==> src/rtl/npu_sram_stream_reader.sv <==
// Strided read-stream engine for port 2 of the operand SRAM; a small FIFO hides the 1-cycle read latency.
// Optional feature macro READER_STATS_EN adds the saturating back-pressure counter output stall_cycles.
module npu_sram_stream_reader #(
  parameter int ADDR_W     = 12,
  parameter int DATA_W     = 16,
  parameter int LEN_W      = 13,
  parameter int FIFO_DEPTH = 4
) (
  input  logic              clk,
  input  logic              reset,
  input  logic              start,
  input  logic [ADDR_W-1:0] start_addr,
  input  logic [LEN_W-1:0]  length,
  input  logic [ADDR_W-1:0] stride,
  output logic              busy,
  output logic              done,
  output logic [ADDR_W-1:0] sram_address,
  output logic              sram_chipselect,
  output logic              sram_write,
  output logic [1:0]        sram_byteenable,
  output logic              sram_clken,
  input  logic [DATA_W-1:0] sram_readdata,
  output logic [DATA_W-1:0] out_data,
  output logic              out_valid,
  input  logic              out_ready,
  output logic              out_last
`ifdef READER_STATS_EN
  ,
  output logic [31:0]       stall_cycles
`endif
);

  localparam int PTR_W = $clog2(FIFO_DEPTH);
  localparam int CNT_W = PTR_W + 1;

  typedef enum logic [1:0] {
    S_IDLE,
    S_ISSUE,
    S_DRAIN,
    S_DONE
  } state_t;

  state_t            state_q, state_d;
  logic [ADDR_W-1:0] addr_q;
  logic [ADDR_W-1:0] stride_q;
  logic [LEN_W-1:0]  len_q;
  logic [LEN_W-1:0]  issued_q;
  logic [LEN_W-1:0]  popped_q;
  logic [LEN_W-1:0]  last_idx;
  logic              inflight_q;

  logic [DATA_W-1:0] fifo_mem [FIFO_DEPTH];
  logic [PTR_W-1:0]  wr_ptr_q, rd_ptr_q;
  logic [CNT_W-1:0]  count_q;
  logic [CNT_W:0]    occupancy;
  logic              credit_ok;
  logic              accept_start;
  logic              push, pop;

  assign sram_write      = 1'b0;
  assign sram_byteenable = 2'b11;
  assign sram_clken      = 1'b1;
  assign sram_address    = addr_q;

  assign accept_start = (state_q == S_IDLE) && start;

  // Words already committed (buffered or returning next cycle) must leave room for a new read.
  assign occupancy = {1'b0, count_q} + {{CNT_W{1'b0}}, inflight_q};
  assign credit_ok = occupancy < (CNT_W+1)'(FIFO_DEPTH);

  assign push      = inflight_q;
  assign out_valid = (count_q != '0);
  assign pop       = out_valid && out_ready;
  assign out_data  = out_valid ? fifo_mem[rd_ptr_q] : '0;
  assign last_idx  = len_q - LEN_W'(1);
  assign out_last  = out_valid && (popped_q == last_idx);

  always_ff @(posedge clk or posedge reset) begin
    if (reset) begin
      state_q <= S_IDLE;
    end else begin
      state_q <= state_d;
    end
  end

  // NOTE: every output of this block gets a default first so no path leaves a latch behind.
  always_comb begin
    state_d         = state_q;
    sram_chipselect = 1'b0;
    busy            = 1'b0;
    done            = 1'b0;
    unique case (state_q)
      S_IDLE: begin
        if (start) begin
          state_d = (length == '0) ? S_DONE : S_ISSUE;
        end
      end
      S_ISSUE: begin
        busy            = 1'b1;
        sram_chipselect = credit_ok;
        if (credit_ok && ((issued_q + LEN_W'(1)) == len_q)) begin
          state_d = S_DRAIN;
        end
      end
      S_DRAIN: begin
        busy = 1'b1;
        // The last word is the only one left once it reaches the head.
        if (pop && out_last && (count_q == CNT_W'(1)) && !inflight_q) begin
          state_d = S_DONE;
        end
      end
      S_DONE: begin
        done    = 1'b1;
        state_d = S_IDLE;
      end
      default: state_d = S_IDLE;
    endcase
  end

  // NOTE: state registers use non-blocking assignments so every flop samples pre-edge values.
  always_ff @(posedge clk or posedge reset) begin
    if (reset) begin
      addr_q     <= '0;
      stride_q   <= '0;
      len_q      <= '0;
      issued_q   <= '0;
      popped_q   <= '0;
      inflight_q <= 1'b0;
    end else begin
      inflight_q <= sram_chipselect;
      if (accept_start) begin
        addr_q   <= start_addr;
        stride_q <= stride;
        len_q    <= length;
        issued_q <= '0;
        popped_q <= '0;
      end else begin
        if (sram_chipselect) begin
          addr_q   <= addr_q + stride_q;
          issued_q <= issued_q + LEN_W'(1);
        end
        if (pop) begin
          popped_q <= popped_q + LEN_W'(1);
        end
      end
    end
  end

  always_ff @(posedge clk or posedge reset) begin
    if (reset) begin
      wr_ptr_q <= '0;
      rd_ptr_q <= '0;
      count_q  <= '0;
    end else begin
      if (push) begin
        wr_ptr_q <= wr_ptr_q + PTR_W'(1);
      end
      if (pop) begin
        rd_ptr_q <= rd_ptr_q + PTR_W'(1);
      end
      if (push && !pop) begin
        count_q <= count_q + CNT_W'(1);
      end else if (pop && !push) begin
        count_q <= count_q - CNT_W'(1);
      end
    end
  end

  // NOTE: storage is deliberately not reset; out_data is masked while empty so stale words never escape.
  always_ff @(posedge clk) begin
    if (push) begin
      fifo_mem[wr_ptr_q] <= sram_readdata;
    end
  end

`ifdef READER_STATS_EN
  always_ff @(posedge clk or posedge reset) begin
    if (reset) begin
      stall_cycles <= '0;
    end else if (accept_start) begin
      stall_cycles <= '0;
    end else if (busy && out_valid && !out_ready && (stall_cycles != '1)) begin
      stall_cycles <= stall_cycles + 32'd1;
    end
  end
`endif

  // A push landing on a full FIFO without a matching pop would lose a word.
  assert property (@(posedge clk) disable iff (reset)
    !(push && !pop && (count_q == CNT_W'(FIFO_DEPTH))));

endmodule
==> config.mk <==
export PLATFORM = sky130hd
export DESIGN_NAME = npu_sram_stream_reader
export DESIGN_NICKNAME = d
export VERILOG_FILES = /design/src/rtl/npu_sram_stream_reader.sv
export SDC_FILE = /design/constraint.sdc
export NUM_CORES = 1
export LEC_CHECK = 0
export BUFFER_PORTS_ARGS = -buffer_cell sky130_fd_sc_hd__buf_2
export CAP_MARGIN = 20
export CORE_MARGIN = 2
export CORE_UTILIZATION = 40
export DETAILED_ROUTE_END_ITERATION = 8
export GPL_ROUTABILITY_DRIVEN = 1
export HOLD_SLACK_MARGIN = 0.08
export PLACE_DENSITY = 0.69
export SLEW_MARGIN = 15
export SYNTH_ARGS = -nofsm -noshare
export SYNTH_HDL_FRONTEND = slang
export SYNTH_SLANG_ARGS = --single-unit
==> constraint.sdc <==
create_clock -name clk -period 2.3 [get_ports clk]
set_input_delay 0.115 -clock clk [delete_from_list [all_inputs] [get_ports clk]]
set_output_delay 0.115 -clock clk [all_outputs]
set_load 0.02 [all_outputs]
# ---- Word-level counts from Yosys, hierarchy flattened
# Memory sizes are Yosys's and may differ from the RTL's.
# Index checks and enable logic that the tools add are counted.
# W data, S select, Z words.
dict set report classes {
  n_reduce_logical 19
  addsub 9
  mux 19
  magnitude_cmp 1
  n_eq_ne 9
}
# cell count
set op_table {}
lappend op_table {{$mux W13} 4}
lappend op_table {{$add A13 B1 Y13 const B} 2}
lappend op_table {{$eq A13 B13 Y1} 2}
lappend op_table {{$mux W12} 2}
lappend op_table {{$mux W16} 1}
lappend op_table {{$logic_not A13 Y1} 1}
lappend op_table {{$sub A13 B1 Y13 const B} 1}
lappend op_table {{$add A12 B12 Y12} 1}
lappend op_table {{$logic_and A1 B1 Y1} 9}
lappend op_table {{$mux W2} 4}
lappend op_table {{$pmux W2 S4} 1}
lappend op_table {{$mux W3} 2}
lappend op_table {{$ne A2 B2 Y1 const B} 3}
lappend op_table {{$reduce_bool A2 Y1} 3}
lappend op_table {{$mux W1} 5}
lappend op_table {{$add A2 B1 Y2 const B} 2}
lappend op_table {{$add A3 B1 Y4} 1}
lappend op_table {{$eq A2 B2 Y1 const B} 2}
lappend op_table {{$lt A4 B3 Y1 const B} 1}
lappend op_table {{$add A3 B1 Y3 const B} 1}
lappend op_table {{$eq A3 B1 Y1 const B} 1}
lappend op_table {{$reduce_and A3 Y1} 1}
lappend op_table {{$reduce_bool A3 Y1} 1}
lappend op_table {{$sub A3 B1 Y3 const B} 1}
lappend op_table {{other kinds (4)} 5}
dict set report totals {
  mem_bits_rw 64
  reg_bits 73
  mem_count 1
}
# memory words width rd rd_ports_with_merged_regs write_ports line
set mem_list {}
lappend mem_list {fifo_mem 4 16 1 0 1 52} ;# logic [DATA_W-1:0] fifo_mem [FIFO_DEPTH];

# ---- Logic depth before layout (Yosys ltp)
# Gate-level depths: netlist of run 1.
dict set report depth {
  ltp_word 8
  ltp_mapped 11
}

# ---- Worst setup path after synthesis of run 1
# Ideal clock, no wire load.
dict set report synth_path {
  kind {register to register}
  start {reg addr_q[1] (netlist: sram_address[1])}
  end {reg addr_q[11] (netlist: sram_address[11])}
  period_less_slack_ns 2.418
  stages_incl_launch_ff 10
  arrival_time_ns 2.283
  setup_slack_ns -0.118
  required_ns 2.165
  path_cell_list {dfrtp_1 > ha_1 > a211o_1 > a2111oi_2 > o31ai_1 > o41ai_1 > xor2_1 > nor2_1 > xnor2_1 > o21ai_0}
}
dict set report synth_between {
  elab_chain_cells 3
}
# item line
set synth_rtl {}
lappend synth_rtl {{from (decl)} 44} ;# logic [ADDR_W-1:0] addr_q;
lappend synth_rtl {{from (signal assigned)} 132} ;# addr_q <= start_addr;
lappend synth_rtl {{from (signal assigned)} 139} ;# addr_q <= addr_q + stride_q;
lappend synth_rtl {{$add A12 B12 Y12} 139}
lappend synth_rtl {{$mux W12} 138} ;# if (sram_chipselect) begin
lappend synth_rtl {{$mux W12} 131} ;# if (accept_start) begin
# No other way between the ends. The select of a mux whose other input is x is not followed.
# A chain may end at the register's enable or synchronous reset.

# ---- Worst setup path in the final report of run 1
dict set report layout_path {
  start {reg len_q[1]}
  end {out out_last}
}
dict set report layout_between {
  elab_chain_cells 3
}
# item line
set layout_rtl {}
lappend layout_rtl {{from (decl)} 46} ;# logic [LEN_W-1:0] len_q;
lappend layout_rtl {{from (signal assigned)} 134} ;# len_q <= length;
lappend layout_rtl {{$sub A13 B1 Y13} 75} ;# assign last_idx = len_q - LEN_W'(1);
lappend layout_rtl {{$eq A13 B13 Y1} 76} ;# assign out_last = out_valid && (popped_q == last_idx);
lappend layout_rtl {{$logic_and A1 B1 Y1} 76}
lappend layout_rtl {{to (decl)} 26} ;# output logic out_last
# No other way between the ends.

==> run summary, run 1 <==
Clock Skew -> 0.00773 ns
I/O Pins -> 94
Core Region -> 0.0178 mm2
Top-count cell post-synth -> nand2_1
First-pass GRT wire length -> 28.0 mm
HP Start -> start
Yosys reg bits -> 137
Lkg Pwr -> 4.17 nW
Final min period -> 2.66 ns
Metal-1 WL -> 7.42 mm
Fin crit share -> 116%
Die area -> 0.0192 mm2
Reg clk slew, reported paths -> 0.07 ns
Sequential area share after synthesis -> 51.9%
Hold slack -> 0.194 ns
Most common flop cell mapped by yosys -> dfrtp_1
DR top layer -> met4
Worst path cell trace -> inv_2, ha_4, or4b_4, xnor2_1, o41a_1, nand2_1, nand4_1, buf_4, nor2_4, buf_6
Status -> finished, violations left
Hold Crit Depth -> 5
Largest net degree at the start of global routing -> 40
TNS Setup -> -0.761 ns
Chip Height -> 138 um
Nets -> 934
Antenna viol nets, final -> 0
Worst reg2reg path depth -> 11
Share of the synthesized area in the top cell type -> 26.6%
DP HPWL -> 11.7 mm
Num CTS Buffers -> 17
Worst skew pair latency -> 0.42 ns
Vias -> 5,504
Largest delay contributor family on the critical path -> simple AND/OR/NAND/NOR gates
Pre-CTS setup slack -> -0.100 ns
Crit. path cell count -> 10
Cell Pwr Density -> 1010 mW/mm2
Highest clock rate -> 376 MHz
Met2 routed WL -> 8.41 mm
Clk sinks -> 137
CTS tree -> done
Final Hold Viols -> 0
Critical Path AT -> 2.54 ns
Final setup vio count -> 3
Setup ws final -> -0.359 ns
Asr flop ratio synth -> 53.3%
CP max-delay cell -> or4b_4
Vias in the first global route -> 5,661
Max Slew Vio Count -> 0
RSZ-0062 raised after global routing -> yes
Final core area utilization -> 53.8%
YS warnings -> 0
CP max FO -> 3
CP Class -> flop to output pin
IO Port Bufs -> 89
Floorplan row count -> 49
Ranking of synthesized cells by instance count -> nand2_1, dfrtp_1, edfxtp_1, nor2_1, xor2_1
Vias per cell -> 5.04
Pre-antenna DRT Iters -> 5
Buf/Inv on CP -> 3
Most area-hungry cell type in the Yosys netlist -> edfxtp_1
Clk buf depth -> 2
P&R area growth vs syn -> 32.9%
Reg-to-reg startpoint -> len_q[1]
WL met3 -> 937 um
Crit-path max cell delay -> 0.47 ns
Cell count after synthesis -> 661
CP startpoint kind -> flop
Die width -> 138 um
RD Place Congestion -> 0.842
Starting DRC count in detailed routing -> 294
Dominant cells by area after synthesis -> edfxtp_1, dfrtp_1, nand2_1
Initial antenna violation count -> 1
DRC -> 0
CP endpoint kind -> output pin
H-Tree Depth -> 4
Mapped Avg Cell Area -> 10.9 um2
Number of synthesized flops with an enable pin -> 64
Failing checks -> negative setup slack
WL/cell -> 15.6 um
Clock root buffer -> clkbuf_16
GRT Overall Usage -> 18.3%
Yosys cell types -> 66
Final WL -> 17.0 mm
Critical Path Start -> len_q[1]
Syn Std Cell Area -> 0.00722 mm2
# Max-Cap Violations -> 0
Aggregate global routing overflow -> 0
Worst vdd ir -> 735 uV
Starting Density -> 40.5%
Layout cell share with drive strength beyond 1 -> 28.6%
Hold Crit Class -> input pin to flop
WP data required -> 2.18 ns
Worst reg2reg setup slack -> -0.21 ns
==> sequential cells by signal, summed over array words and instances (netlist names) <==
name,cells
fifo_mem,64
issued_q,13
len_q,13
popped_q,13
sram_address,12
stride_q,12
count_q,3
rd_ptr_q,2
state_q,2
wr_ptr_q,2
inflight_q,1
==> kinds of logic (layout without fill, tap and decap cells) <==
| group | after synthesis | in the layout | share of synthesized area [%] |
|---|---|---|---|
| compound gates | 94 | 94 | 8.40 |
| xor+xnor | 66 | 66 | 8.00 |
| fa+ha+maj | 29 | 29 | 5.13 |
| buf+inv | 59 | 257 | 3.69 |
| flops | 137 | 137 | 51.9 |
| mux | 21 | 21 | 5.73 |
| other cells | 2 | 5 | 0.104 |
| simple gates | 253 | 253 | 17.1 |
==> placed cells by master, fill, tap and decap left out, types with 4 or more instances in the layout <==
cell	count
a211oi_1	5
a21oi_1	21
a31oi_1	8
and2_1	22
and3_1	9
buf_2	88
buf_4	57
clkbuf_16	17
clkinv_8	5
conb_1	4
dfrtp_1	70
dlygate4sd3_1	54
edfxtp_1	64
ha_1	23
inv_1	18
inv_8	5
mux4_2	16
nand2_1	107
nand2b_1	4
nand3_1	10
nand4_1	8
nor2_1	45
nor3_1	9
nor4_1	4
o21ai_0	23
o31ai_1	4
or3_1	8
xnor2_1	31
xor2_1	34
==> repair_timing <==
action | in CTS | in global routing
gates resized for setup | 9 | 20
endpoints found under the setup margin | 5 | 6
pin swaps | 3 | 7
endpoints found under the hold margin | 119 | 0
gates cloned | 0 | 0
hold buffers | 54 | 0
buffers inserted | 2 | 2
==> worst paths after layout <==
check | endpoint
setup / recovery | out_last
min in group asynchronous | sram_address[3]
hold reg to reg | stride_q[9]
hold / removal | state_q[0]
max in group asynchronous | len_q[12]
setup reg to reg | state_q[0]
==> per-layer routing <==
layer	GRT usage [%]	up-vias
met1	23.3	2621
met4	6.55	0
li1	-	2699
met2	30.8	163
met3	4.33	21
met5	0	-
==> worst reg2reg max path: cells and delay by family (launching register included) <==
| family | cells | cell delay [ns] |
|---|---|---|
| xor+xnor | 1 | 0.14 |
| buf+inv | 2 | 0.26 |
| fa+ha+maj | 1 | 0.14 |
| simple gates | 4 | 0.75 |
| compound gates | 3 | 0.73 |
| flops | 1 | 0.40 |
==> metrics by stage <==
| step | instances | total power, mW | cell area, um2 |
|---|---|---|---|
| 3_3_place_gp | 1000 | 6.85 | 8280 |
| 3_5_place_dp | 1000 | 6.92 | 8280 |
| 5_1_grt | 1090 | 10.3 | 9600 |
| 2_1_floorplan | 663 | 5.75 | 7280 |
| 4_1_cts | 1088 | 9.78 | 9480 |
| 6_report | 1091 | 9.74 | 9600 |
==> power by group <==
group	total, mW	internal [mW]	switching [mW]
Clock	2.75	1.48	1.27
Sequential	3.46	3.13	0.323
Combinational	3.53	1.63	1.90
==> area by class of cell <==
class                   instances  area (um2)
clock buffers                  17         425
repair buffers                203        1470
clock inverters                15         189
flip-flops and latches        137        3750
fillers                      1496        8240
inverters                      22        85.1
well taps                     229         287
diodes                          1        2.50
multi-input cells             467        3390
No activity file was read; power rests on OpenSTA's default activity.
==> run 2, diff against run 1 <==
CORE_UTILIZATION = 49   (was 40)
PLACE_DENSITY = 0.8   (was 0.69)
SETUP_SLACK_MARGIN = 0.4   (was unset)
==> run summary, run 2 (same netlist as run 1, synthesis figures left out) <==
Core Region -> 0.0145 mm2 (was 0.0178 mm2)
Max Slew Vio Count -> 0 (unchanged)
Nets -> 955 (was 934)
RSZ-0062 raised after global routing -> yes (unchanged)
Chip Height -> 125 um (was 138 um)
Initial antenna violation count -> 0 (was 1)
Worst vdd ir -> 657 uV (was 735 uV)
Num CTS Buffers -> 17 (unchanged)
CP endpoint kind -> output pin (unchanged)
Leading cell type in the layout, fill and taps excluded -> nand2_1 (unchanged)
Reg-to-reg startpoint -> len_q[0] (was len_q[1])
# Max-Cap Violations -> 0 (unchanged)
Worst skew pair latency -> 0.43 ns (was 0.42 ns)
H-Tree Depth -> 4 (unchanged)
WP data required -> 2.18 ns (about the same)
Largest net degree at the start of global routing -> 50 (was 40)
Critical Path Start -> len_q[0] (was len_q[1])
CP startpoint kind -> flop (unchanged)
Layout cell share with drive strength beyond 1 -> 34.1% (was 28.6%)
GRT Overall Usage -> 23.9% (was 18.3%)
Vias -> 5,826 (was 5,504)
Pre-antenna DRT Iters -> 7 (was 5)
Clock Skew -> 0.0123 ns (was 0.00773 ns)
Vias per cell -> 5.47 (was 5.04)
Final Hold Viols -> 0 (unchanged)
Worst Hold End -> state_q[0] (unchanged)
Starting DRC count in detailed routing -> 426 (was 294)
IO Port Bufs -> 89 (unchanged)
Total power -> 11.0 mW (was 9.74 mW)
Lkg Pwr -> 4.36 nW (was 4.17 nW)
Worst Tran Pin Value -> 0.578 ns
Critical Path AT -> 2.54 ns (about the same)
Vias in the first global route -> 5,887 (was 5,661)
Cell Pwr Density -> 1090 mW/mm2 (was 1010 mW/mm2)
Reg2Reg Capture Point -> state_q[1] (was state_q[0])
Worst path cell trace -> inv_2, ha_4, or4b_4, xnor2_1, o41a_1, nand2_1, nand4_1, buf_4, nor2_4, buf_6 (unchanged)
CTS tree -> done (unchanged)
# diodes -> 0 (was 1)
Clock root buffer -> clkbuf_16 (unchanged)
CP Class -> flop to output pin (unchanged)
Slew HR -> 61.4%
Crit-path max cell delay -> 0.46 ns (was 0.47 ns)
P&R area growth vs syn -> 38.9% (was 32.9%)
Final core area utilization -> 69.3% (was 53.8%)
DRC -> 0 (unchanged)
CP max FO -> 3 (unchanged)
Hold Crit Depth -> 5 (unchanged)
Aggregate global routing overflow -> 0 (unchanged)
Final std cells w/o fill -> 1,066 (was 1,091)
Final min period -> 2.66 ns (about the same)
Fin area -> 0.0100 mm2 (was 0.00960 mm2)
Clk sinks -> 137 (unchanged)
Final setup vio count -> 3 (unchanged)
Failing checks -> negative setup slack (unchanged)
First-pass GRT wire length -> 29.5 mm (was 28.0 mm)
HP Start -> start (unchanged)
Clk buf depth -> 2 (unchanged)
Highest clock rate -> 376 MHz (about the same)
Hold Crit Class -> input pin to flop (unchanged)
Placed insts -> 953 (was 1,000)
Final WL -> 18.7 mm (was 17.0 mm)
Most frequent cells in the layout -> nand2_1, buf_2, dfrtp_1, buf_4, edfxtp_1 (was nand2_1, buf_2, dfrtp_1, edfxtp_1, buf_4)
Reg clk slew, reported paths -> 0.06 ns (was 0.07 ns)
Setup ws final -> -0.359 ns (about the same)
CP max-delay cell -> or4b_4 (unchanged)
RD Place Congestion -> 0.979 (was 0.842)
Worst reg2reg setup slack -> -0.35 ns (was -0.21 ns)
Largest register by flop count -> fifo_mem (unchanged)
Die width -> 125 um (was 138 um)
Die area -> 0.0157 mm2 (was 0.0192 mm2)
I/O Pins -> 94 (unchanged)
Status -> finished, violations left (unchanged)
Worst reg2reg path depth -> 12 (was 11)
Max FFs per register -> 64 (unchanged)
Fin crit share -> 116% (about the same)
WL/cell -> 17.5 um (was 15.6 um)
Floorplan row count -> 44 (was 49)
Starting Density -> 49.9% (was 40.5%)
DP HPWL -> 11.0 mm (was 11.7 mm)
Antenna viol nets, final -> 0 (unchanged)
Placed instance area -> 0.00828 mm2 (about the same)
-- run 2: cell types whose count changed in the layout (fill, tap and decap cells not counted), moves of 5 or more --
cell,change
and2_4,+16
inv_6,+5
and2_1,-16
buf_4,+11
buf_2,-17
buf_6,+21
-- run 2: worst max-delay path, delay by kind of cell (launching register included) --
family	cells	cell delay, ns
AND/OR/NAND/NOR	4	0.75
flip-flops	1	0.39
buffers and inverters	3	0.38
AO/OA/AOI/OAI	1	0.32
adder cells (fa/ha/maj)	1	0.14
XOR/XNOR	1	0.14
-- run 2: worst max path at each step --
stage | end | depth (start not counted)
finish | out_last | 10
global placement | state_q[1] | 10
floorplan | sram_address[11] | 9
CTS | out_last | 10
global route | out_last | 10
detailed placement | state_q[1] | 10
-- run 2: power breakdown --
part           leakage, nW  switching, mW  internal, mW  total (mW)
Clock                0.300           1.15          1.67        2.83
Sequential            1.52          0.355          3.14        3.50
Combinational         2.54           2.22          2.44        4.66
-- run 2: final cells by class --
cell class	count	area, um2
timing repair buffer	224	1830
clock buffer	18	439
fill	950	4440
tap	184	230
clock inverter	14	176
multi-input combinational	467	3520
inverter	22	88.8
sequential	137	3750
-- run 2: what timing repair did --
item	in CTS	in global routing
resized for setup	80	22
buffers inserted	17	9
hold endpoints to repair	125	0
hold buffers	54	0
cloned	1	0
pin swaps	29	21
endpoints found under the setup margin	30	36
-- run 2: stage by stage --
step	hold slack [ns]	setup slack [ns]	setup TNS, ns
after detailed placement	0.199	-0.169	-0.478
after global placement	0.194	-0.0882	-0.218
after floorplan	0.214	0.00168	0
after CTS	0.221	-0.326	-0.649
final	0.237	-0.359	-0.985
after global routing	0.249	-0.470	-1.46
-- run 2: metal layers --
layer	global-route usage [%]	wire length, um	part of all wire [%]	vias up
li1	-	-	-	2728
met2	42.7	9770	52	233
met1	28.6	7450	40	2828
met5	0	0	0	-
met4	8.17	411	2.2	0
met3	5.22	1020	5.5	37
